File: src/rtl/axilite_reg_rd.sv
// AXI4-Lite read slave: turns one AR/R transaction at a time into a register read strobe.
// Latency: 3 cycles minimum per read. Backpressure: arready is low until R completes; a silent register file times out with SLVERR.
module axilite_reg_rd #(
    parameter int DATA_WIDTH = 32,
    parameter int ADDR_WIDTH = 40,
    parameter int TIMEOUT    = 4
) (
    input  logic                  clk,
    input  logic                  rstn,
    input  logic [ADDR_WIDTH-1:0] s_axil_araddr,
    input  logic [2:0]            s_axil_arprot,
    input  logic                  s_axil_arvalid,
    output logic                  s_axil_arready,
    output logic [DATA_WIDTH-1:0] s_axil_rdata,
    output logic [1:0]            s_axil_rresp,
    output logic                  s_axil_rvalid,
    input  logic                  s_axil_rready,
    output logic [ADDR_WIDTH-1:0] reg_rd_addr,
    output logic                  reg_rd_en,
    input  logic [DATA_WIDTH-1:0] reg_rd_data,
    input  logic                  reg_rd_wait,
    input  logic                  reg_rd_ack
);

    localparam int CNT_W = (TIMEOUT > 1) ? $clog2(TIMEOUT) : 1;
    localparam logic [CNT_W-1:0] CNT_LOAD = CNT_W'(TIMEOUT - 1);
    localparam logic [1:0] RESP_OKAY   = 2'b00;
    localparam logic [1:0] RESP_SLVERR = 2'b10;

    typedef enum logic [1:0] {
        IDLE   = 2'd0,
        ACCESS = 2'd1,
        RESP   = 2'd2
    } state_t;

    state_t           state;
    logic [CNT_W-1:0] cnt;

    // Protection attributes carry no meaning for the register space.
    logic unused_prot;
    assign unused_prot = ^s_axil_arprot;

    always_ff @(posedge clk or negedge rstn) begin
        if (!rstn) begin
            state          <= IDLE;
            cnt            <= '0;
            s_axil_arready <= 1'b0;
            s_axil_rdata   <= '0;
            s_axil_rresp   <= RESP_OKAY;
            s_axil_rvalid  <= 1'b0;
            reg_rd_addr    <= '0;
            reg_rd_en      <= 1'b0;
        end else begin
            case (state)
                IDLE: begin
                    if (s_axil_arvalid && s_axil_arready) begin
                        reg_rd_addr    <= s_axil_araddr;
                        cnt            <= CNT_LOAD;
                        s_axil_arready <= 1'b0;
                        reg_rd_en      <= 1'b1;
                        state          <= ACCESS;
                    end else begin
                        s_axil_arready <= 1'b1;
                    end
                end
                ACCESS: begin
                    // An ack on the last budgeted cycle still returns real data.
                    if (reg_rd_ack) begin
                        s_axil_rdata  <= reg_rd_data;
                        s_axil_rresp  <= RESP_OKAY;
                        s_axil_rvalid <= 1'b1;
                        reg_rd_en     <= 1'b0;
                        state         <= RESP;
                    end else if (cnt == '0) begin
                        s_axil_rdata  <= '0;
                        s_axil_rresp  <= RESP_SLVERR;
                        s_axil_rvalid <= 1'b1;
                        reg_rd_en     <= 1'b0;
                        state         <= RESP;
                    end else if (!reg_rd_wait) begin
                        cnt <= cnt - 1'b1;
                    end
                end
                RESP: begin
                    if (s_axil_rready) begin
                        s_axil_rvalid  <= 1'b0;
                        s_axil_arready <= 1'b1;
                        state          <= IDLE;
                    end
                end
                default: begin
                    s_axil_arready <= 1'b0;
                    s_axil_rvalid  <= 1'b0;
                    reg_rd_en      <= 1'b0;
                    state          <= IDLE;
                end
            endcase
        end
    end

endmodule

File: config.mk
export PLATFORM = sky130hd
export DESIGN_NAME = axilite_reg_rd
export DESIGN_NICKNAME = d
export VERILOG_FILES = /design/src/rtl/axilite_reg_rd.sv
export SDC_FILE = /design/constraint.sdc
export NUM_CORES = 1
export LEC_CHECK = 0
export ABC_AREA = 1
export BUFFER_PORTS_ARGS = -buffer_cell sky130_fd_sc_hd__buf_2
export CAP_MARGIN = 30
export CORE_AREA = 8 8 97 99
export CTS_CLUSTER_DIAMETER = 120
export DETAILED_ROUTE_END_ITERATION = 10
export DIE_AREA = 0 0 105 107
export PLACE_DENSITY = 0.77
export SLEW_MARGIN = 20
export SYNTH_ARGS = -nofsm -noshare
export SYNTH_HDL_FRONTEND = slang
export SYNTH_SLANG_ARGS = --single-unit
File: constraint.sdc
create_clock -name clk -period 3.35 [get_ports clk]
set_input_delay 0.335 -clock clk [delete_from_list [all_inputs] [get_ports clk]]
set_output_delay 0.335 -clock clk [all_outputs]
set_load 0.02 [all_outputs]
-- After elaboration in Yosys (flattened, before gate mapping)
Index checks and enable logic that the tools add are counted.
- $add $sub $neg: 1
- eq/ne operators: 8
- muxes and demuxes: 24
- bitwise operators: 3
- reductions and logical operators: 12
- operators with widths (operator ; count):
    32-bit 2-to-1 mux ; 2
    2-bit 2-to-1 mux ; 9
    2-bit inequality test (second input constant) ; 5
    1-bit case mux with 3 select lines ; 3
    3-bit AND reduction ; 3
    1-bit 2-to-1 mux ; 8
    2-bit case mux with 3 select lines ; 1
    2-bit AND reduction ; 3
    5-bit AND reduction ; 1
    2-bit logical NOT ; 2
    2-bit case mux with 2 select lines ; 1
    2-bit nonzero test ; 2
    3-bit inequality test (second input constant) ; 1
    1-bit inverter ; 3
    2-bit by 1-bit equality test with 1-bit output (second input constant) ; 1
    2-bit equality test (second input constant) ; 1
    2-bit by 1-bit subtractor with 2-bit output (second input constant) ; 1
    1-bit logical AND ; 1
- register bits: 81
- output and inout port bits: 77
- word-level logic and storage cells: 56

-- Longest topological paths before layout
Gate-level depths: netlist (run 1).
- word-level depth: 5
- mapped depth: 8
- depth with buffers taken out: 8

-- Least setup slack after synthesis (run 1)
Ideal clock, no wire load.
- path kind: register to register
- from: reg cnt[0]
- to: reg s_axil_rvalid
- setup time: 0.120 ns
- arrival time: 1.093 ns
- required time: 3.230 ns
- path slack: 2.136 ns
- stages on the path, launching flop included: 6
- buffers on the path: 1
- clock period less this slack: 1.214 ns
- cell sequence: dfrtp_1 -> inv_1 -> ha_1 -> o21ai_2 -> buf_2 -> nand2_1
- word-level cells in the longest chain between the ends: 3
- RTL lines (what ; line ; RTL):
    from (decl) ; 37 ; logic [CNT_W-1:0] cnt;
    from (signal assigned) ; 81 ; cnt <= cnt - 1'b1;
    2-bit logical NOT ; 74 ; end else if (cnt == '0) begin
    3-bit inequality test (no line) ; - ;
    3-bit AND reduction (no line) ; - ;
    to (signal assigned) ; 71 ; s_axil_rvalid <= 1'b1;
    to (signal assigned) ; 77 ; s_axil_rvalid <= 1'b1;
    to (signal assigned) ; 86 ; s_axil_rvalid <= 1'b0;
    to (decl) ; 16 ; output logic s_axil_rvalid,
Every way passes these cells.
A chain may end at the register's enable or synchronous reset.

-- Worst setup path after layout (run 1)
- from: reg state[1]
- to: reg reg_rd_addr[5]
- word-level cells in the longest chain between the ends: 2
- RTL lines (what ; line ; RTL):
    from (decl) ; 36 ; state_t state;
    from (signal assigned) ; 45 ; state <= IDLE;
    from (signal assigned) ; 61 ; state <= ACCESS;
    from (signal assigned) ; 73 ; state <= RESP;
    2-bit logical NOT ; 54 ; case (state)
    2-bit AND reduction (no line) ; - ;
    to (signal assigned) ; 57 ; reg_rd_addr <= s_axil_araddr;
    to (decl) ; 18 ; output logic [ADDR_WIDTH-1:0] reg_rd_addr,
Every way passes these cells.

==> metrics.txt, run 1 <==
Layout area overhead 33.7%; sequential power share 0.384; Synth Cell Area 0.00320 mm²; Die W 105 µm; synthesis-stage register bit count 80; postcts setup bufs 0; Clk pwr share 0.192; die area about 0.011 mm²; Mapped Cells 358; IO Count 158; combinational power share 0.424; routed vias about 2700; post-synthesis sequential area ratio 0.625; maximum clock frequency 577 MHz; min Tclk post-route 1.73 ns; Overflow after GRT 0; first-pass GRT wire length between 10000 and 15000 µm; share of layout cells above drive strength 1 0.351; Residual DRC 0; Core Area a little under 0.008 mm²; Crit Path Max Fanout 47; H-tree levels 3; synthesized area per cell approximately 9 µm²; Synth top area share 0.625; Power Dens Cells approximately 1000 mW/mm²; placed cell areas 0.00404 mm²; sw power 1.78 mW; Pint 2.51 mW; Hold Fails Final Rpt 0; total track usage 0.145; Post-CTS Hold Buffers 0; hold crit path type primary input to async pin; Initial Utilization 0.404; Max Cap Violations 0; Critical path origin state[1]; DP Wirelength 5910 µm; CTS root buf clkbuf_8; Pwr Total 4.29 mW; CTS tree yes; most common cell in the netlist nand2_1; Finish-stage setup viols 0; Async SR Flop Fraction 1.00; Worst Path Required 3.60 ns; Final period util 0.517; total CTS buffers 9; PortBufs 153; final-stage net count 592; Setup crit start kind flip-flop; initial antenna violation count 0; stages on the worst setup path 5; vias in the first global route 2982; WP data arrival 1.98 ns; Worst-Margin Slew around 0.73 ns; Peak VDD IR about 0.50 mV; critical path cell sequence nor2_2, nand3_2, buf_12, buf_4, o21ai_0; Syn Nets 440; Sw Ratio 0.414; routed length per instance 12.5 µm; Antenna Violating Nets Remaining 0; worst r2r src state[1]; Top FF cell, synth dfrtp_1; Yosys top cell by area dfrtp_1; cell total after placement 604; Post-Layout Cell Count 620; fillcell total 743; 1st-iter DRT viols 67; antenna cells 0; Post-Route Setup TNS 0 ns; Max transition margin 0.510; skew final 0.0115 ns; Design Area, Final about 0.0043 mm²; CP Capture Type flip-flop; YS warnings 0; # rows 33; clock sink count 80; Yosys cell types 21; WP buf/inv 2; Skew-Pair Late Insertion Delay ~0.34 ns; number of flops mapped to enable cells by yosys 0; Synth area leaders dfrtp_1 (63%), nand2_1 (18%), o21ai_0 (6.6%); clk buf depth 2; Final GP Congestion between 0.7 and 0.8; Worst path max stage delay 0.47 ns; Register-to-Register Path Depth 5; Worst path slowest cell dfrtp_1; die height 107 µm; status complete, no violations; final wirelength 7720 µm; cell family with most CP delay buffers and inverters; pin count of the biggest net entering global routing 81; Vias per Instance 4.33; P_leak 2.56 nW; Synth top cells by count nand2_1 (151), dfrtp_1 (80), inv_1 (47); fin. max-slew vios 0; Gates resized, CTS repair 0; Reg clk slew, reported paths 0.08 ns; RSZ-0062 raised after global routing no; Pre-antenna DRT Iters 4; type of the worst setup path flip-flop to flip-flop
==> power by group through the flow <==
| stage | clock network, mW | logic [mW] | registers [mW] |
|---|---|---|---|
| floorplan | 0 | 0.662 | 2.18 |
| global placement | 0 | 1.80 | 1.64 |
| detailed placement | 0 | 1.86 | 1.66 |
| CTS | 0.853 | 1.86 | 1.65 |
| global route | 0.883 | 2.05 | 1.71 |
| finish | 0.823 | 1.82 | 1.64 |
==> metal layers <==
| layer | track usage | wire length, µm | up-vias | part of all wire |
|---|---|---|---|---|
| met1 | 0.149 | 3050 | 1179 | 0.40 |
| met2 | 0.234 | 3500 | 114 | 0.45 |
| met3 | 0.0888 | 1070 | 8 | 0.14 |
| met4 | 0.0612 | 105 | 0 | 0.014 |
| li1 | - | - | 1383 | - |
| met5 | 0 | 0 | - | 0 |
==> cells in the final DEF (no fill, tap or decap), drive strengths merged <==
cell type and instances:
a21oi 1, buf 156, bufinv 3, clkbuf 11
clkinvlp 2, conb 1, dfrtp 80, ha 1
inv 49, nand2 155, nand3 6, nand4 2
nor2 3, o21ai 45
==> logic make-up (layout without fill, tap and decap cells) <==
family	count (synthesis)	in the layout	synth area share
and+or+nand+nor	166	166	0.209
DFF	80	80	0.625
buffers and inverters	64	221	0.0876
AOI/OAI and AO/OA	46	46	0.0731
adders and majority gates	1	1	0.00391
other	1	1	0.00117
==> state kept, by name, indices dropped and copies added (netlist names) <==
signal / count
s_axil_arready: 1
cnt: 2
s_axil_rresp: 1
s_axil_rdata: 32
reg_rd_addr: 40
state: 2
s_axil_rvalid: 1
reg_rd_en: 1
==> worst register-to-register path, stage by stage, from the launching register on <==
cell and delay (ns):
dfrtp_1 0.47, nor2_2 0.15, nand3_2 0.34, buf_12 0.32
buf_4 0.20, o21ai_0 0.18
==> layout make-up <==
class | instances | area, µm² | share of cell area
Sequential cell | 80 | 2000 | 0.468
Multi-Input combinational cell | 214 | 918 | 0.215
Inverter | 49 | 184 | 0.0430
Timing Repair Buffer | 156 | 807 | 0.189
Clock buffer | 11 | 131 | 0.0307
Tap cell | 105 | 131 | 0.0307
Clock inverter | 5 | 105 | 0.0246
==> stage by stage <==
stage	hold WS, ns	setup slack, ns	util
after floorplan	0.0394	2.14	-
after global placement	0.452	1.18	0.507
after detailed placement	0.460	1.62	0.509
after CTS	0.170	1.60	0.539
after global routing	0.0792	1.45	0.540
final	0.0136	1.62	0.540
==> path summary, 6_finish.rpt <==
| kind | endpoint | slack (ns) |
|---|---|---|
| setup reg to reg | reg_rd_addr[5] | 1.62 |
| hold / removal | reg_rd_addr[11] | 0.01 |
| max in group asynchronous | s_axil_rresp[1] | 2.84 |
| hold reg to reg | s_axil_rdata[20] | 0.48 |
| setup / recovery | reg_rd_addr[5] | 1.62 |
| min in group clk | s_axil_rdata[25] | 0.19 |
(Power assumes the default switching activity.)
==> run 2, diff against run 1 <==
--- a/config.mk
+++ b/config.mk
@@ -8,11 +8,11 @@
 export ABC_AREA = 1
 export BUFFER_PORTS_ARGS = -buffer_cell sky130_fd_sc_hd__buf_2
 export CAP_MARGIN = 30
-export CORE_AREA = 8 8 97 99
+export CORE_AREA = 8 8 98 100
 export CTS_CLUSTER_DIAMETER = 120
 export DETAILED_ROUTE_END_ITERATION = 10
-export DIE_AREA = 0 0 105 107
-export PLACE_DENSITY = 0.77
+export DIE_AREA = 0 0 106 108
+export PLACE_DENSITY = 0.79
 export SLEW_MARGIN = 20
 export SYNTH_ARGS = -nofsm -noshare
 export SYNTH_HDL_FRONTEND = slang
==> constraint.sdc (replaced) <==
create_clock -name clk -period 1.4 [get_ports clk]
set_input_delay 0.14 -clock clk [delete_from_list [all_inputs] [get_ports clk]]
set_output_delay 0.14 -clock clk [all_outputs]
set_load 0.02 [all_outputs]
==> metrics.txt, run 2 (synthesized netlist as in run 1, its figures left out) <==
status complete, no violations; Finish-stage setup viols 0 (unchanged); Pwr Total 10.3 mW (+140%); r2r setup slk 0.07 ns (-1.55 ns); critical path cell sequence inv_1, ha_1, o21ai_4, buf_12, clkbuf_16, o21ai_0; pre-CTS setup slack 0.130 ns (-1.49 ns); IO Count 158 (unchanged); Crit Path Max Fanout 8 (-83%); Largest Register reg_rd_addr; CTS root buf clkbuf_8; Layout area overhead 44.3%; total track usage 0.145 (-0.000222); Setup crit start kind flip-flop; final-stage net count 622 (+5.1%); final wirelength 8490 µm (+10%); fillcell total 702 (-5.5%); placed cell areas 0.00409 mm² (+1.3%); met3 global-route usage 0.0714 (-0.0174); Die W 106 µm (+0.95%); CTS tree yes; Vias per Instance 4.42 (+2.0%); 1st-iter DRT viols 76 (+13%); CP Capture Type flip-flop; pin count of the biggest net entering global routing 83 (+2.5%); min Tclk post-route 1.33 ns (-0.402 ns); type of the worst setup path flip-flop to flip-flop; Initial Utilization 0.398 (-0.00621); Skew-Pair Late Insertion Delay 0.33 ns (about the same); fin. max-slew vios 0 (unchanged); share of layout cells above drive strength 1 0.343 (-0.00834); Post-Route Setup TNS 0 ns (unchanged); worst r2r src cnt[0]; die height 108 µm (+0.93%); Post-Layout Cell Count 650 (+4.8%); Seq. cell area 0.00200 mm² (unchanged); Worst path max stage delay 0.38 ns (-0.09 ns); maximum clock frequency 752 MHz (+30%); vias in the first global route 2915 (-2.2%); Worst path slowest cell dfrtp_1; Residual DRC 0 (unchanged); WP data arrival 1.54 ns (-0.44 ns); Power Dens Cells 2230 mW/mm² (+120%); Critical R2R Capture s_axil_rresp[1]; routed vias 2871 (+7.0%); layer with the highest usage met2; Final GP Congestion 0.742 (-1.8%); Antenna Violating Nets Remaining 0 (unchanged); cell total after placement 606 (+0.33%); antenna cells 0 (unchanged); Reg clk slew, reported paths 0.07 ns (about the same); Peak VDD IR 1.13 mV (+120%); routed length per instance 13.1 µm (+4.9%); clk buf depth 2 (unchanged); Overflow after GRT 0 (unchanged); worst hold start reg_rd_data[13]; WP buf/inv 3 (+1); Largest register FFs 40 (unchanged); Final period util 0.950 (+0.433); met2 usage 0.224 (-0.0105); Register-to-Register Path Depth 6 (+1); commonest non-fill, non-tap cell in the layout buf_2; Regs by FF count reg_rd_addr: 40 flops, s_axil_rdata: 32 flops; Design Area, Final 0.00462 mm² (+8.0%); hold path cells 3; # rows 33 (unchanged); hold crit path type primary input to flip-flop; DP Wirelength 5700 µm (-3.5%); Pre-antenna DRT Iters 5 (+1); initial antenna violation count 0 (unchanged); skew final 0.0123 ns (+0.000789 ns); Core Area 0.00805 mm² (+1.6%); P_leak 2.72 nW (+6.3%); first-pass GRT wire length 13600 µm (+0.82%); total CTS buffers 9 (unchanged); most frequent cells in the layout buf_2 (152), nand2_1 (151), dfrtp_1 (80); hold endpoint s_axil_rdata[13]; Max Cap Violations 0 (unchanged); met1 Resource Use GR 0.168 (+0.0194); H-tree levels 3 (unchanged); die area 0.0114 mm² (+1.9%); Hold Fails Final Rpt 0 (unchanged); cell family with most CP delay flip-flops; area of the multi-input gates 926 µm² (+0.82%); PortBufs 153 (unchanged); final setup margin 0.0699 ns (-1.55 ns); clock sink count 80 (unchanged); Worst Path Required 1.61 ns (-1.99 ns)
## run 2: changes by cell type in the layout (fill, tap and decap cells not counted)
cell	delta
clkinv_2	+2
dlygate4sd3_1	+24
clkbuf_8	+2
o21ai_2	-1
clkinvlp_4	-2
clkbuf_16	+2
o21ai_4	+1
bufinv_16	-2
buf_12	+4
## run 2: layer usage
layer  wire length (µm)  up-vias
met5                  0        -
met4                128        0
met3                932       10
met2               3860      132
met1               3580     1285
li1                   -     1444
## run 2: worst max-delay path by stage
stage             start               to  cells after the start
2_1_floorplan    cnt[0]    s_axil_rvalid                      5
3_3_place_gp     cnt[0]  s_axil_rresp[1]                      5
3_5_place_dp     cnt[0]  s_axil_rresp[1]                      6
4_1_cts        state[1]   reg_rd_addr[7]                      4
5_1_grt        state[0]  s_axil_rdata[2]                      7
6_report         cnt[0]  s_axil_rresp[1]                      6
## run 2: layout make-up
| type | instances | share of cell area |
|---|---|---|
| sequential | 80 | 0.433 |
| timing repair buffer | 186 | 0.255 |
| multi-input combinational | 214 | 0.200 |
| inverter | 49 | 0.0398 |
| clock buffer | 13 | 0.0344 |
| tap | 105 | 0.0284 |
| clock inverter | 3 | 0.00867 |
## run 2: timing repair
item | 4_1_cts | 5_1_grt
hold endpoints to repair | 103 | 0
resized for setup | 0 | 1
hold buffers | 24 | 0
setup endpoints to repair | 0 | 2
setup buffers | 0 | 1
## run 2: stage by stage
step,hold slack [ns],utilization
after global routing,0.00808,0.574
after CTS,0.000718,0.563
after detailed placement,0.199,0.508
final,0.0239,0.574
after global placement,0.192,0.508
after floorplan,-0.156,-
## run 2: worst reg2reg max path, stage by stage, from the launching register on
cell and delay (ns):
dfrtp_1 0.38, inv_1 0.06, ha_1 0.24, o21ai_4 0.18
buf_12 0.14, clkbuf_16 0.15, o21ai_0 0.07
## run 2: power by group
part           internal, mW  total [mW]  switching [mW]
Combinational          1.66        4.67            3.00
Clock                 0.918        1.67           0.749
Sequential             3.38        3.95           0.574
